**src/rtl/fetch_pkg.sv**
```systemverilog
// Shared types and constants for the instruction fetch front end.
// Width defaults, the NOP encoding and the sequencer state encoding.
package fetch_pkg;

  localparam int DEF_PC_W    = 10;
  localparam int DEF_INSTR_W = 32;

  localparam logic [31:0] NOP_INSTR = 32'h0000_0013;

  typedef enum logic [1:0] {
    IDLE,
    FETCH,
    DRAIN,
    HALTED
  } state_e;

endpackage

```
**src/rtl/fetch_buffer.sv**
```systemverilog
// Two-entry FIFO holding fetched {pc, instr} pairs for decode.
// Flush wins over push and pop in the same cycle.
module fetch_buffer #(
  parameter int W = 42
) (
  input  logic         clk,
  input  logic         rst_n,
  input  logic         push_i,
  input  logic         pop_i,
  input  logic         flush_i,
  input  logic [W-1:0] data_i,
  output logic [1:0]   count_o,
  output logic [W-1:0] head_o
);

  logic [W-1:0] mem_q [2];
  logic         rd_q;
  logic         wr_q;
  logic [1:0]   count_q;

  assign count_o = count_q;
  assign head_o  = mem_q[rd_q];

  always_ff @(posedge clk or negedge rst_n) begin
    if (!rst_n) begin
      mem_q[0] <= '0;
      mem_q[1] <= '0;
      rd_q     <= 1'b0;
      wr_q     <= 1'b0;
      count_q  <= 2'd0;
    end else if (flush_i) begin
      rd_q    <= 1'b0;
      wr_q    <= 1'b0;
      count_q <= 2'd0;
    end else begin
      if (push_i) begin
        mem_q[wr_q] <= data_i;
        wr_q        <= ~wr_q;
      end
      if (pop_i) begin
        rd_q <= ~rd_q;
      end
      count_q <= count_q + 2'(push_i) - 2'(pop_i);
    end
  end

endmodule

```
**src/rtl/fetch_sequencer.sv**
```systemverilog
// Fetch front end: issues PCs to a 1-cycle ROM, queues the words and
// hands them to decode, with redirect flush and halt/drain control.
module fetch_sequencer
  import fetch_pkg::*;
#(
  parameter int              PC_W     = DEF_PC_W,
  parameter int              INSTR_W  = DEF_INSTR_W,
  parameter logic [PC_W-1:0] RESET_PC = '0
) (
  input  logic               clk,
  input  logic               rst_n,
  output logic               imem_req,
  output logic [PC_W-1:0]    imem_addr,
  input  logic [INSTR_W-1:0] imem_rdata,
  input  logic               redirect_valid,
  input  logic [PC_W-1:0]    redirect_pc,
  input  logic               halt,
  output logic               dec_valid,
  input  logic               dec_ready,
  output logic [INSTR_W-1:0] dec_instr,
  output logic [PC_W-1:0]    dec_pc,
  output logic               halted
);

  localparam int EW = PC_W + INSTR_W;

  state_e          state_q;
  logic [PC_W-1:0] pc_q;
  logic [PC_W-1:0] tag_q;
  logic            inflight_q;

  logic [1:0]      count;
  logic [EW-1:0]   head;
  logic            redir;
  logic            pop_raw;
  logic            pop;
  logic            push;
  logic [2:0]      occ;

  assign redir   = redirect_valid & (state_q != IDLE);
  assign dec_valid = (count != 2'd0);
  assign pop_raw = dec_valid & dec_ready;
  assign pop     = pop_raw & ~redir;
  assign push    = inflight_q & ~redir;

  // Slots already claimed after this cycle's pop; keep at most two.
  assign occ = {1'b0, count} + {2'b0, inflight_q} - {2'b0, pop_raw};

  assign imem_req  = (state_q == FETCH) & ~halt & (redir | (occ < 3'd2));
  assign imem_addr = redirect_valid ? redirect_pc : pc_q;

  assign dec_pc    = dec_valid ? head[EW-1 -: PC_W] : '0;
  assign dec_instr = dec_valid ? head[INSTR_W-1:0] : INSTR_W'(NOP_INSTR);
  assign halted    = (state_q == HALTED);

  fetch_buffer #(
    .W (EW)
  ) u_buf (
    .clk     (clk),
    .rst_n   (rst_n),
    .push_i  (push),
    .pop_i   (pop),
    .flush_i (redir),
    .data_i  ({tag_q, imem_rdata}),
    .count_o (count),
    .head_o  (head)
  );

  always_ff @(posedge clk or negedge rst_n) begin
    if (!rst_n) begin
      state_q    <= IDLE;
      pc_q       <= RESET_PC;
      tag_q      <= '0;
      inflight_q <= 1'b0;
    end else begin
      inflight_q <= imem_req;
      if (imem_req) begin
        pc_q  <= imem_addr + PC_W'(1);
        tag_q <= imem_addr;
      end else if (redir) begin
        pc_q <= redirect_pc;
      end
      unique case (state_q)
        IDLE:    state_q <= FETCH;
        FETCH:   if (halt) state_q <= DRAIN;
        DRAIN: begin
          if (!halt)
            state_q <= FETCH;
          else if (count == 2'd0 && !inflight_q)
            state_q <= HALTED;
        end
        HALTED:  if (!halt) state_q <= FETCH;
        default: state_q <= IDLE;
      endcase
    end
  end

endmodule

```
**config.mk**
```make
export PLATFORM = sky130hd
export DESIGN_NAME = fetch_sequencer
export DESIGN_NICKNAME = d
export VERILOG_FILES = /design/src/rtl/fetch_pkg.sv /design/src/rtl/fetch_buffer.sv /design/src/rtl/fetch_sequencer.sv
export SDC_FILE = /design/constraint.sdc
export NUM_CORES = 1
export LEC_CHECK = 0
export BUFFER_PORTS_ARGS = -buffer_cell sky130_fd_sc_hd__buf_2
export CORE_MARGIN = 1
export CORE_UTILIZATION = 52
export CTS_CLUSTER_SIZE = 12
export DETAILED_ROUTE_END_ITERATION = 16
export GPL_ROUTABILITY_DRIVEN = 0
export GPL_TIMING_DRIVEN = 1
export PLACE_DENSITY = 0.75
export SLEW_MARGIN = 5
export SYNTH_ARGS = -nofsm -noshare
export SYNTH_HDL_FRONTEND = slang
export SYNTH_SLANG_ARGS = --single-unit
```
**constraint.sdc**
```tcl
create_clock -name clk -period 3.4 [get_ports clk]
set_clock_uncertainty 0.15 [all_clocks]
set_input_delay 0.34 -clock clk [delete_from_list [all_inputs] [get_ports clk]]
set_output_delay 0.34 -clock clk [all_outputs]
set_load 0.01 [all_outputs]
```
**Yosys cells after proc, flatten, opt, wreduce, memory -nomap -nowiden**

Index checks and enable logic that the tools add are counted.
Widths: inputs -> output; s select.

- Input bits: 47
- Flip-flop bits (word level): 111
- Logic and storage cells: 70

- Bitwise operators: 13
- Mux-type cells: 21
- Magnitude comparators: 4
- Reduce and logical (&&, ||, !) cells: 12
- Add/subtract/negate cells: 5
- Equal/unequal tests: 6

Operators by type and width:

| cell | count |
|---|---|
| $mux 42 | 4 |
| $bwmux 84 | 1 |
| $demux 42 s1 | 1 |
| $mux 10 | 4 |
| $mux 32 | 1 |
| $add 10x1->10 const B | 1 |
| $mux 2 | 5 |
| $reduce_bool 2->1 | 5 |
| $pmux 2 s4 | 1 |
| $and 1x1->1 | 6 |
| $eq 2x2->1 const B | 2 |
| $ge 2x2->1 const B | 2 |
| $logic_not 2->1 | 2 |
| $mux 1 | 4 |
| $ne 2x2->1 const B | 2 |
| $not 1->1 | 4 |
| $not 1->2 | 2 |
| $add 2x1->3 | 1 |
| $lt 3x2->1 const B | 1 |
| $ne 3x3->1 const B | 1 |
| $reduce_and 3->1 | 1 |
| $sub 3x1->3 | 1 |
| $add 2x1->2 | 1 |
| $eq 2x1->1 const B | 1 |
| 6 further kinds | 7 |

**Logic depth before layout (Yosys ltp)**

Gate-level depths: netlist of the first run.

- Depth in word-level cells: 7
- Gate-level depth with buffers: 12
- Gate-level depth less buffers: 10

**Hierarchy**

A second synthesis of the first run with hierarchy kept.

- Cell total of the unflattened synthesis: 453
- Area total of the unflattened synthesis: 5674.2 um^2

Modules (own cells, without submodules):

| module | area an instance (um^2) | times used | cells each |
|---|---|---|---|
| fetch_buffer | 3852.4 | 1 | 240 |
| fetch_sequencer | 1821.7 | 1 | 213 |

**Worst setup path before layout of the first run**

OpenSTA, ideal clock, no wires.

- Path type: register to register
- Start: reg state_q[0]
- End: reg u_buf.count_q[1] (netlist: u_buf.count_o[1])
- Required time: 3114 ps
- Clock period less this slack: 2452 ps
- Stages on the path, launching flop included: 13
- Data arrival time: 2166 ps
- Path slack: 948 ps
- Cells stage by stage: dfrtp_1 inv_1 ha_1 nor2b_2 buf_6 clkbuf_1 nor2_1 ha_1 inv_1 ha_1 xor2_1 xnor2_1 nor2_1

- Cells in the longest elaborated chain, start to end: 7
- Elaborated cells between the ends (all ways): 8
- Classes of those cells: add/sub: 2; mux: 1; bitwise: 4; reduce/logical: 1

Ends and longest elaborated chain:

| what | RTL line | text |
|---|---|---|
| from (decl) | fetch_sequencer.sv:27 | `state_e state_q;` |
| from (signal assigned) | fetch_sequencer.sv:71 | `state_q <= IDLE;` |
| from (signal assigned) | fetch_sequencer.sv:84 | `IDLE: state_q <= FETCH;` |
| from (signal assigned) | fetch_sequencer.sv:85 | `FETCH: if (halt) state_q <= DRAIN;` |
| $reduce_bool 2->1 (*) | fetch_sequencer.sv:40 | `assign redir = redirect_valid & (state_q != IDLE);` |
| $and 1x1->1 (*) | fetch_sequencer.sv:40 |  |
| $not 1->1 (no source line) | n/a |  |
| $and 1x1->1 | fetch_sequencer.sv:44 | `assign push = inflight_q & ~redir;` |
| $add 2x1->2 | fetch_buffer.sv:43 | `count_q <= count_q + 2'(push_i) - 2'(pop_i);` |
| $sub 2x1->2 | fetch_buffer.sv:43 |  |
| $mux 2 (*) | fetch_buffer.sv:31 | `end else if (flush_i) begin` |
| to (signal assigned) | fetch_buffer.sv:43 |  |
| to (decl) | fetch_buffer.sv:19 | `logic [1:0] count_q;` |

Mark *: on every way between the ends. The rest lies on a longest branch, timed or not.
A chain may end at the register's enable or synchronous reset.

**Final worst setup path of the first run**

- Start: reg u_buf.count_q[1] (netlist: u_buf.count_o[1])
- End: out imem_req

- Cells in the longest elaborated chain, start to end: 6
- Elaborated cells between the ends (all ways): 7
- Classes of those cells: add/sub: 2; order compare: 1; bitwise: 3; reduce/logical: 1

Ends and longest elaborated chain:

| what | RTL line | text |
|---|---|---|
| branches (longest 2 deep; another with $add 2x1->3) | n/a |  |
| $sub 3x1->3 (*) | fetch_sequencer.sv:47 | `assign occ = {1'b0, count} + {2'b0, inflight_q} - {2'b0, pop_raw};` |
| $lt 3x2->1 (*) | fetch_sequencer.sv:49 | `assign imem_req = (state_q == FETCH) & ~halt & (redir \| (occ < 3'd2));` |
| $or 1x1->1 (*) | fetch_sequencer.sv:49 |  |
| $and 1x1->1 (*) | fetch_sequencer.sv:49 |  |
| to (decl) | fetch_sequencer.sv:12 | `output logic imem_req,` |

Every way passes the cells marked *.

==> results of run 1 <==
-- layout make-up --
| class | count | area, um2 |
|---|---|---|
| fillers | 911 | 4339 |
| multi-input cells | 299 | 2719 |
| inverters | 9 | 33.78 |
| clock buffers | 11 | 141.4 |
| repair buffers | 115 | 628.1 |
| flip-flops and latches | 111 | 2779 |
| well taps | 140 | 175.2 |
| clock inverters | 5 | 25.02 |
-- how the worst max path moves through the flow --
stage	start	end	slack, ns	cells after the start
finish	u_buf.count_o[1]	imem_req	0.43	7
global route	u_buf.count_o[1]	imem_req	0.22	7
CTS	u_buf.count_o[1]	imem_req	0.40	7
detailed placement	u_buf.count_o[1]	pc_q[2]	0.59	10
global placement	u_buf.count_o[1]	pc_q[2]	0.70	10
floorplan	state_q[0]	u_buf.count_o[1]	0.95	12
-- stage by stage --
stage          instance area [um2]  util [%]
2_1_floorplan                 5774         -
3_3_place_gp                  6325     58.34
3_5_place_dp                  6325     58.34
4_1_cts                       6501     59.97
5_1_grt                       6501     59.97
6_report                      6501     59.97
-- worst max-delay path: stages, from the launching register on --
cell       delay, ns
dfrtp_1         0.51
and3_1          0.26
o21ai_0         0.12
fa_1            0.49
nand3b_1        0.11
o2bb2ai_2       0.22
buf_4           0.23
buf_2           0.15
-- flip-flops by register name, indices dropped and copies added (netlist names) --
name	flops
inflight_q	1
u_buf.wr_q	1
u_buf.mem_q	84
state_q	2
tag_q	10
u_buf.rd_q	1
pc_q	10
u_buf.count_o	2
-- kinds of logic (layout without fill, tap and decap cells) --
kind of cell             count (synthesis)  after routing
buffers and inverters                   36            140
multiplexers                           151            151
AND/OR/NAND/NOR                         95             95
XOR/XNOR                                 9              9
adder cells (fa/ha/maj)                  9              9
flip-flops                             111            111
AO/OA/AOI/OAI                           35             35
-- layout by cell type, fill, tap and decap left out, drive strengths merged --
master	n
a21o	4
and3	1
nand3	10
a21oi	8
fa	1
a31o	1
ha	8
a31oi	1
buf	114
nor2	50
a221oi	1
o2bb2ai	1
nand3b	4
a211oi	3
and2	1
and4b	1
nand4	1
mux2	99
a21boi	2
o21ai	11
xnor2	3
nand4b	1
dfrtp	111
o211ai	1
clkinv	5
xor2	6
dlygate4sd3	1
clkbuf	11
nand2	16
nor2b	10
o21a	1
mux2i	52
inv	9
a22oi	1
-- metal layers --
layer,GRT usage (%),share of wire [%],vias up
li1,-,-,1737
met1,25.90,44,1858
met2,35.07,51,80
met3,5.569,4.7,10
met4,5.088,0.99,0
met5,0,0,-
-- repair_timing --
item | CTS | global route
endpoints found under the hold margin | 4 | 0
setup endpoints to repair | 0 | 0
hold buffers | 1 | 0
-- power groups by stage --
stage                     Clock (mW)  Sequential [mW]  Combinational, mW
after CTS                      0.741             2.42               2.81
final                          0.706             2.41               2.77
after detailed placement           0             2.44               2.80
after floorplan                    0             2.26               2.26
after global placement             0             2.39               2.73
after global routing           0.785             2.51               3.05
==> run metrics, run 1 <==
outcome=finished, final reports clean; Post-synth EDFFs=0; gr usage total=20.57%; Reg power frac=41.0%; antenna violations before repair=0; total gr overflow=0; CP required=2.91 ns; min setup slack post-route=0.4347 ns; worst hold path depth=2; CTS sink cnt=111; number of port buffers=101; total setup buffers inserted after CTS=0; share of the yosys chip area belonging to registers=48.10%; share of cells above drive strength 1=44.18%; CTS tree=built; CP endpoint kind=primary output; Yosys warning count=0; post-synth cell types=45; post_cts resized=0; vias in the first global route=3795; largest net degree at the start of global routing=78; Switch Pwr=2.134 mW; boundary pin count=102; Synth area leader=dfrtp_1; CTS max path bufs=2; Row Count=38; leading post-synthesis cells by cell area=dfrtp_1 48%, mux2_2 11%, mux2_4 11%, mux2i_1 9.0%, nor2_1 3.3%; Final ANT Viol Nets=0; R2R Setup Slk=0.58 ns; RR Endpoint=pc_q[2]; Nets=601; die area=11530 um2; CP arrival=2.48 ns; LEAKAGE=3.144 nW; first-pass GRT wire length=18.39 mm; # setup viols final=0; CP Class=reg -> out; number of H-tree levels=3; Post-synth top cells=111 x dfrtp_1, 58 x mux2_2, 52 x mux2i_1; Int Power=3.760 mW; Cell Area, Synth=5774 um2; hold endpoint=u_buf.mem_q[45]; Sw Ratio=36.21%; top-count cell post-synth=dfrtp_1; total wire length=11.10 mm; clock share of power=12.0%; Synth Instances=446; Vias=3685; die width=107.4 um; minimum clock period=2.965 ns; post-synthesis adder-cell area fraction=2.080%; Final Power=5.895 mW; Synth Area in Compound Gates=4.507%; slew at the pin closest to its max-slew limit=0.9894 ns; P&R area growth vs syn=12.59%; initial cell density of the core=53.27%; post-place setup slack=0.5934 ns; XOR/XNOR Fraction of Synth Area=1.365%; startpoint type of the worst setup path=register; drt drc=0; dpl hpwl=7.583 mm; relative slew slack=34.04%; Core Region=10840 um2; drt first pass iters=4; syn avg cell area=12.95 um2; Post-Route Setup TNS=0 ns; Max-cap violations=0; Clock Tree Root=clkbuf_8; main combinational cell family by area after synthesis=multiplexers; max frequency=0.3372 GHz; DP Cell Count=673; Synth top area share=48.10%; Avg WL per Cell=16.08 um; Die Ht=107.4 um; Hold Fails Final Rpt=0; clock-pin slew on the worst setup and hold paths=0.11 ns; Post-synth ARST share=100.0%; Non-Filler Instances=690; Synthesized Nets=502; worst-case vdd ir drop=0.4869 mV; PwrDens=906.7 nW/um2; Yosys reg bits=111; Crit Path Max Fanout=13; worst-skew pair later-pin latency=0.38 ns; reg-to-reg startpoint=u_buf.count_o[1]; max-slew violations=0; combinational power share=47.1%; antenna cells=0; WHS=0.05206 ns; Register-to-Register Path Depth=10; Hold Crit Start=imem_rdata[3]; RSZ-0062 raised after global routing=no; vias per inst=5.341; Initial DRC Count=161; predominant post-synthesis flop cell=dfrtp_1; multiplexer area fraction after synthesis=30.99%; hold crit path type=in -> reg; final worst-path cycle share=87.21%; cts bufs inserted=9; Simple-Gate Fraction of Synth Area=8.017%
Power figures use the tool's default switching activity.
==> inputs of run 2 (changes only) <==
--- a/config.mk
+++ b/config.mk
@@ -5,14 +5,14 @@
 export SDC_FILE = /design/constraint.sdc
 export NUM_CORES = 1
 export LEC_CHECK = 0
-export BUFFER_PORTS_ARGS = -buffer_cell sky130_fd_sc_hd__buf_2
 export CORE_MARGIN = 1
 export CORE_UTILIZATION = 52
 export CTS_CLUSTER_SIZE = 12
 export DETAILED_ROUTE_END_ITERATION = 16
+export DONT_BUFFER_PORTS = 1
 export GPL_ROUTABILITY_DRIVEN = 0
 export GPL_TIMING_DRIVEN = 1
-export PLACE_DENSITY = 0.75
+export PLACE_DENSITY = 0.67
 export SLEW_MARGIN = 5
 export SYNTH_ARGS = -nofsm -noshare
 export SYNTH_HDL_FRONTEND = slang
==> run metrics, run 2 (synthesized netlist as in run 1, its figures left out) <==
outcome=finished, final reports clean; total setup buffers inserted after CTS=0; CP Class=reg -> out; drt first pass iters=4; Avg WL per Cell=18.08 um; antenna violations before repair=0; commonest cells after routing, fill and taps aside=110 x dfrtp_1, 58 x mux2_2, 52 x mux2i_1, 49 x nor2_1; Int Power=3.573 mW; Post-Route Utilization=59.14%; Non-Filler Instances=627; Clock Tree Root=clkbuf_8; commonest non-fill, non-tap cell in the layout=dfrtp_1; Max-cap violations=0; # setup viols final=0; number of port buffers=0; boundary pin count=102; Reg power frac=42.4%; Initial DRC Count=182; Final ANT Viol Nets=0; vias in the first global route=3677; die area=11530 um2; Top reg by flops=u_buf.mem_q; final worst-path cycle share=83.19%; relative slew slack=55.16%; Top Family by Delay on Critical Path=flip-flops; WHS=0.02595 ns; Sw Ratio=37.19%; slew at the pin closest to its max-slew limit=0.6726 ns; gr usage total=20.75%; Core Region=10840 um2; critical path startpoint=u_buf.count_o[1]; total wire length=11.34 mm; CP arrival=2.34 ns; CP required=2.91 ns; number of H-tree levels=3; clock share of power=12.6%; minimum clock period=2.828 ns; placed cell areas=5807 um2; DP Cell Count=569; post-route cell area=6411 um2; reg-to-reg startpoint=u_buf.count_o[1]; worst-case vdd ir drop=0.3827 mV; post-place setup slack=0.6755 ns; PwrDens=887.4 nW/um2; antenna cells=0; first-pass GRT wire length=18.24 mm; die width=107.4 um; worst path bufs/invs=1; Crit Path Max Fanout=12; combinational power share=45.0%; Vias=3467; CTS sink cnt=111; LEAKAGE=2.864 nW; Final Power=5.689 mW; post_cts resized=0; largest net degree at the start of global routing=112; hold crit path type=in -> reg; drt drc=0; Die Ht=107.4 um; initial cell density of the core=53.27%; Post-Route Setup TNS=0 ns; CP endpoint kind=primary output; cts bufs inserted=9; CTS tree=built; P&R area growth vs syn=11.03%; Hold Fails Final Rpt=0; Row Count=38; RSZ-0062 raised after global routing=no; Hold Crit Start=redirect_pc[2]; clock-pin slew on the worst setup and hold paths=0.10 ns; max-slew violations=0; min setup slack post-route=0.5716 ns; share of cells above drive strength 1=28.54%; slowest stage delay, CP=0.51 ns; vias per inst=5.530; startpoint type of the worst setup path=register; worst-path cell chain=and3_1 > o21ai_0 > fa_1 > nand3b_1 > o2bb2ai_2 > buf_4; Nets=538; Switch Pwr=2.116 mW; Largest regs=u_buf.mem_q x84, pc_q x10, tag_q x10; dpl hpwl=7.127 mm; slowest stage cell on the critical path=dfrtp_1; max frequency=0.3536 GHz; total gr overflow=0; worst-skew pair later-pin latency=0.39 ns; CTS max path bufs=2; max reg flops=84
==> run 2: changes by cell type in the layout (fill, tap and decap cells not counted), sizes merged <==
cell,delta
buf,-103
clkinv,-1
clkinvlp,+1
dlygate4sd3,+40
==> run 2: cell type report <==
cell class | count | area [um2]
Multi-Input combinational cell | 299 | 2719
Fill cell | 880 | 4429
Clock buffer | 11 | 131.4
Sequential cell | 111 | 2779
Timing Repair Buffer | 52 | 538.0
Tap cell | 140 | 175.2
Clock inverter | 5 | 35.03
Inverter | 9 | 33.78
==> run 2: final timing paths <==
check                      slack (ns)  cells past startpoint         endpoint
max                              0.57                      6         imem_req
min                              0.03                      3          pc_q[2]
max reg2reg                      0.65                      9          pc_q[2]
min reg2reg                      0.36                      1  u_buf.mem_q[29]
max in group asynchronous        2.23                      2       u_buf.rd_q
min in group asynchronous        0.45                      2       inflight_q
==> run 2: repair_timing <==
item / CTS / global route
endpoints found under the hold margin: 184 / 0
hold buffers: 42 / 0
setup endpoints to repair: 0 / 0
==> run 2: power by group through the flow <==
stage / Sequential, mW / Combinational, mW / Clock, mW
after CTS: 2.41 / 2.59 / 0.746
final: 2.41 / 2.56 / 0.716
after floorplan: 2.26 / 2.26 / 0
after detailed placement: 2.44 / 2.50 / 0
after global routing: 2.49 / 2.81 / 0.796
after global placement: 2.40 / 2.44 / 0
==> run 2: layer usage <==
layer	vias up	share of wire [%]	wire (um)	track usage, %
met1	1752	45	5050	25.76
met2	81	49	5560	35.07
met5	-	0	0	0
met4	0	1.7	192	8.513
met3	11	4.7	533	4.540
li1	1623	-	-	-
==> run 2: worst min-delay path, stage by stage <==
cell,delay [ns]
nand3_1,0.06
o21ai_2,0.07
a211oi_2,0.06
